<file path="src/rtl/memory_cycle.sv">
// rtl/memory_cycle.sv - MEM stage: data-memory handshake, store lane placement, load extension, MEM/WB register
module memory_cycle (
  input  logic        clk,
  input  logic        rst,
  input  logic        RegWriteM,
  input  logic        MemWriteM,
  input  logic        MemReadM,
  input  logic [1:0]  ResultSrcM,
  input  logic [4:0]  RD_M,
  input  logic [31:0] ALU_ResultM,
  input  logic [31:0] WriteDataM,
  input  logic [3:0]  dmem_mask_M,
  input  logic [31:0] PCPlus4M,
  input  logic [31:0] InstrM,
  input  logic [31:0] PC_M,
  input  logic        ValidM,
  input  logic        StallExt,
  output logic        dmem_req,
  output logic        dmem_we,
  output logic [31:0] dmem_addr,
  output logic [3:0]  dmem_be,
  output logic [31:0] dmem_wdata,
  input  logic [31:0] dmem_rdata,
  input  logic        dmem_ack,
  output logic        StallM,
  output logic        RegWriteW,
  output logic [1:0]  ResultSrcW,
  output logic [4:0]  RD_W,
  output logic [31:0] ALU_ResultW,
  output logic [31:0] ReadDataW,
  output logic [31:0] PCPlus4W,
  output logic [31:0] InstrW,
  output logic [31:0] PC_W,
  output logic        ValidW,
  output logic        MisalignW
);

  typedef enum logic [1:0] {IDLE, WAIT, DONE} state_t;

  typedef struct packed {
    logic        reg_write;
    logic [1:0]  result_src;
    logic [4:0]  rd;
    logic [31:0] alu_result;
    logic [31:0] read_data;
    logic [31:0] pc_plus4;
    logic [31:0] instr;
    logic [31:0] pc;
    logic        valid;
    logic        misalign;
  } wb_t;

  state_t      state_q, state_d;
  logic [31:0] buf_q, buf_d;
  wb_t         wb_q, wb_d;

  logic [2:0]  funct3;
  logic        memop, misalign, pending, advance;
  logic [31:0] load_word, lane, load_data;

  always_comb begin
    funct3   = InstrM[14:12];
    memop    = ValidM & (MemReadM | MemWriteM);
    misalign = memop & (((funct3[1:0] == 2'b01) & ALU_ResultM[0]) |
                        ((funct3[1:0] == 2'b10) & (ALU_ResultM[1:0] != 2'b00)));
    // Gating with rst keeps the request and stall quiet for the whole reset pulse.
    pending  = memop & ~misalign & (state_q != DONE) & rst;
    StallM   = pending & ~dmem_ack;
    advance  = ~StallM & ~StallExt;

    dmem_req   = pending;
    dmem_we    = MemWriteM;
    dmem_addr  = {ALU_ResultM[31:2], 2'b00};
    dmem_be    = dmem_mask_M;
    dmem_wdata = (funct3[1:0] == 2'b10) ? WriteDataM
                                        : (WriteDataM << {ALU_ResultM[1:0], 3'b000});

    load_word = (state_q == DONE) ? buf_q : dmem_rdata;
    lane      = load_word >> {ALU_ResultM[1:0], 3'b000};
    case (funct3)
      3'b000:  load_data = {{24{lane[7]}}, lane[7:0]};
      3'b001:  load_data = {{16{lane[15]}}, lane[15:0]};
      3'b100:  load_data = {24'h0, lane[7:0]};
      3'b101:  load_data = {16'h0, lane[15:0]};
      default: load_data = load_word;
    endcase
    if (!(memop & MemReadM & ~misalign)) load_data = 32'h0;
  end

  always_comb begin
    state_d = state_q;
    buf_d   = buf_q;
    // Ack under an external stall: park the data so the access is never repeated.
    if (pending & dmem_ack & StallExt) begin
      state_d = DONE;
      buf_d   = dmem_rdata;
    end else begin
      case (state_q)
        IDLE:    if (pending & ~dmem_ack) state_d = WAIT;
        WAIT:    if (dmem_ack & ~StallExt) state_d = IDLE;
        DONE:    if (~StallExt) state_d = IDLE;
        default: state_d = IDLE;
      endcase
    end

    wb_d = '0;
    if (advance) begin
      wb_d.reg_write  = RegWriteM & ~misalign;
      wb_d.result_src = ResultSrcM;
      wb_d.rd         = RD_M;
      wb_d.alu_result = ALU_ResultM;
      wb_d.read_data  = load_data;
      wb_d.pc_plus4   = PCPlus4M;
      wb_d.instr      = InstrM;
      wb_d.pc         = PC_M;
      wb_d.valid      = ValidM;
      wb_d.misalign   = misalign;
    end
  end

  always_ff @(posedge clk or negedge rst) begin
    if (!rst) begin
      state_q <= IDLE;
      buf_q   <= '0;
      wb_q    <= '0;
    end else begin
      state_q <= state_d;
      buf_q   <= buf_d;
      wb_q    <= wb_d;
    end
  end

  assign RegWriteW   = wb_q.reg_write;
  assign ResultSrcW  = wb_q.result_src;
  assign RD_W        = wb_q.rd;
  assign ALU_ResultW = wb_q.alu_result;
  assign ReadDataW   = wb_q.read_data;
  assign PCPlus4W    = wb_q.pc_plus4;
  assign InstrW      = wb_q.instr;
  assign PC_W        = wb_q.pc;
  assign ValidW      = wb_q.valid;
  assign MisalignW   = wb_q.misalign;

endmodule

</file>
<file path="config.mk">
export PLATFORM = sky130hd
export DESIGN_NAME = memory_cycle
export DESIGN_NICKNAME = d
export VERILOG_FILES = /design/src/rtl/memory_cycle.sv
export SDC_FILE = /design/constraint.sdc
export NUM_CORES = 1
export LEC_CHECK = 0
export ABC_AREA = 1
export CAP_MARGIN = 10
export CELL_PAD_IN_SITES_DETAIL_PLACEMENT = 1
export CELL_PAD_IN_SITES_GLOBAL_PLACEMENT = 1
export CORE_MARGIN = 2
export CORE_UTILIZATION = 25
export DETAILED_ROUTE_END_ITERATION = 12
export GPL_TIMING_DRIVEN = 0
export MAX_ROUTING_LAYER = met4
export PLACE_DENSITY = 0.7
export RECOVER_POWER = 50
export SYNTH_ARGS = -nofsm -noshare
export SYNTH_HDL_FRONTEND = slang
export SYNTH_SLANG_ARGS = --single-unit
</file>
<file path="constraint.sdc">
create_clock -name clk -period 2.6 [get_ports clk]
set_input_delay 0.39 -clock clk [delete_from_list [all_inputs] [get_ports clk]]
set_output_delay 0.39 -clock clk [all_outputs]
set_load 0.005 [all_outputs]
</file>
==> key figures <==
Run status
  • Status: complete, but fails checks
  • Failing checks: negative hold slack

Finish
  • Storage cell area: between 0.005 and 0.006 mm^2
  • Post-route insts no fill: between 2000 and 2500
  • Most frequent cells in the layout: 330 x clkdlybuf4s50_1, 214 x nor2_1, 203 x dfrtp_1, 192 x inv_1, 184 x nand2_1
  • Commonest non-fill, non-tap cell in the layout: clkdlybuf4s50_1
  • Fillcell total: 4123
  • Share of cells above drive strength 1: 10.2%
  • Nets: roughly 1800
  • Synth-to-Final Area Change: 68.3%
  • Multi-input gate area: 0.00254 mm^2

Yosys
  • Sequential fraction of the synthesis area: 57.3%
  • Ys async rst share: between 90% and 100%
  • Synth Warn #: 0
  • Yosys top cell by area: dfrtp_1
  • Synth top area share: between 50% and 60%
  • Syn Inst Count: around 1100
  • Dominant cells by area after synthesis: dfrtp_1 57%, nor2_1 9.1%, inv_1 8.2%
  • Synthesized area: a little under 0.009 mm^2
  • Compound-Gate Fraction of Synth Area: 7.40%
  • Synthesized flop and latch total: 204
  • Multiplexer share of the synthesized area: 0%
  • Post-synth EDFFs: 0
  • Post-synthesis xor/xnor area fraction: 0%
  • Largest family of logic cells by synthesized area: simple AND/OR/NAND/NOR gates
  • Simple-gate share of the synthesized area: about a fifth
  • Post-synth cell types: 29
  • Adder-Cell Fraction of Synth Area: 0%
  • Syn_area_per_cell: a little over 8 um^2
  • Top FF cell, synth: dfrtp_1

Power
  • Total Power: ~8.7 mW
  • VDD IR max: ~0.54 mV
  • Power per cell area: 580 mW/mm^2
  • Pleak: between 7 and 8 nW

Detailed routing
  • WL final: approximately 36000 um
  • Initial detailed-routing violation count: 260
  • Drt drc: 0
  • DR vias: 8594
  • Vias/cell: 4.21
  • Drt pass-1 iters: 4
  • Routed Antenna Nets: 0
  • DR WL/cell: approximately 17 um

Die
  • Core Area: roughly 0.035 mm^2
  • Die area: between 0.03 and 0.04 mm^2
  • Initial Utilization: roughly 25%
  • Die width: 193 um
  • Die Y: around 190 um
  • I/O pins: roughly 450
  • Row cnt: ~70

CTS
  • Clock Latency Late Sink: 0.54 ns
  • Clk sink count: between 200 and 250
  • # H-tree levels: 1
  • CTS tree: yes
  • Clock buffer count from CTS: 25
  • CTS clk-pin slew, worst paths: about 0.060 ns
  • CTS max path bufs: 3
  • Clk root buf: clkbuf_16

Global routing
  • Initial antenna violation count: 3
  • GRT Util Overall: a little under a fifth
  • First-pass GRT wire length: about 52000 um
  • Vias in the first global route: between 9000 and 10000
  • GR Overflow Total: 0
  • Largest net degree at the start of global routing: approximately 110

Place
  • Pre-CTS setup slack: -0.930 ns
  • Port-buffer cells: around 440
  • Final GP Congestion: about 0.85
  • Dpl cells: slightly below 2000
  • Post-detail-place hpwl: about 28000 um

Timing
  • Slew Viols, Final: 0
  • Final WS setup: around 0.084 ns
  • Slew HR: roughly 3.2%
  • Hold Slack: -0.208 ns
  • Final Hold Vio Count: 100
  • Final clock skew: between 0.03 and 0.04 ns
  • Final setup vio count: 0
  • Fmax: 0.397 GHz
  • Final period util: a little over nine tenths
  • Min cycle time layout: roughly 2.5 ns
  • Worst Max-Slew Pin Slew: 1.45 ns
  • Unrepaired setup endpoints after global routing: false

Setup path
  • Crit start category: input port
  • Critical path peak fanout: 10
  • Max incr delay on CP: about 0.52 ns
  • Critical path cell sequence: clkdlybuf4s15_2 -> buf_6 -> inv_4 -> buf_6 -> nor2_4 -> buf_8 -> clkinvlp_4 -> buf_6 -> o21ai_0 -> a21oi_1 -> clkdlybuf4s50_1
  • Critical Path RT: ~2.2 ns
  • Critical path class: input port to primary output
  • CP Capture Type: primary output
  • Most numerous cell on the critical path: buf_6
  • Critical-path top delay cell: clkdlybuf4s50_1
  • Worst Path Arrival: between 2 and 2.5 ns

Flow run
  • Max_cap viols: 0

Min path
  • Hold Crit Class: input port to async pin
==> state kept, by name, indices dropped and copies added, names as in the netlist <==
register and cells:
MisalignW 1, PC_W 32, buf_q 32, ResultSrcW 2, RD_W 5, ValidW 1
InstrW 32, PCPlus4W 32, ALU_ResultW 32, RegWriteW 1, ReadDataW 32, state_q 2
==> critical path, delay by kind of cell <==
kind	cells	cell delay (ns)
and+or+nand+nor	1	0.05
buffers and inverters	8	1.45
AOI/OAI and AO/OA	2	0.22
==> layout make-up <==
type                    instances  area share (%)
flip-flops and latches        204            34.0
repair buffers                459            30.6
multi-input cells             586            17.0
inverters                     200            5.09
clock buffers                  39            4.99
well taps                     461            3.85
plain buffers                  81            3.79
clock inverters                 7           0.659
diodes                          3          0.0500
==> per-layer routing <==
layer	GRT usage, %	vias up	part of all wire (%)
li1	-	4123	-
met1	21.6	4112	39
met2	33.7	307	51
met3	4.31	52	8.3
met4	5.73	0	2.3
met5	-	-	0
==> stage by stage <==
step	hold WS (ns)	cell area, um^2	utilization (%)	TNS (ns)
after floorplan	0.0944	8920	-	0
after global placement	0.463	13900	39.5	-3194.09
after detailed placement	0.465	14000	39.6	-30.07
after CTS	-0.179	15000	42.4	-0.00388
after global routing	-0.179	15000	42.5	0
final	-0.208	15000	42.5	0
==> Yosys cell counts (3+ instances only) <==
cell type and count:
buf_2 21, inv_2 5, buf_4 39, dfrtp_1 204
buf_6 8, nor2_1 216, inv_1 194, nand3_1 32
nand2_1 186, nand3_2 4, clkbuf_1 12, nor2_2 7
o21ai_0 87, o211ai_1 6, nand4_1 3, a21oi_1 30
==> where the power goes <==
group / leakage (nW) / total [mW] / switching [mW] / internal (mW)
combinational: 4.59 / 1.62 / 0.767 / 0.854
clock: 0.412 / 3.55 / 1.37 / 2.18
sequential: 2.65 / 3.53 / 0.0830 / 3.44
total: 7.65 / 8.69 / 2.22 / 6.47
==> path summary, 6_finish.rpt <==
check	end	start	depth (start not counted)	slack (ns)
setup / recovery	dmem_wdata[29]	ALU_ResultM[0]	11	0.08
hold / removal	PCPlus4W[25]	rst	1	-0.21
setup reg to reg	buf_q[13]	state_q[0]	9	0.39
hold reg to reg	buf_q[7]	buf_q[7]	2	0.48
max in group asynchronous	ALU_ResultW[7]	rst	2	0.88
min in group clk	InstrW[12]	InstrM[12]	3	0.28
==> logic make-up (layout without fill, tap and decap cells) <==
group,count (synthesis),count (layout)
other,1,5
buffers and inverters,283,786
AOI/OAI and AO/OA,126,126
and+or+nand+nor,458,458
DFF,204,204
==> timing repair <==
item / in CTS / in global routing
gates resized for setup: 35 / 10
pin swaps: 1 / 2
setup buffers: 8 / 6
endpoints found under the setup margin: 34 / 19
endpoints found under the hold margin: 100 / 100
(Power assumes the default switching activity.)
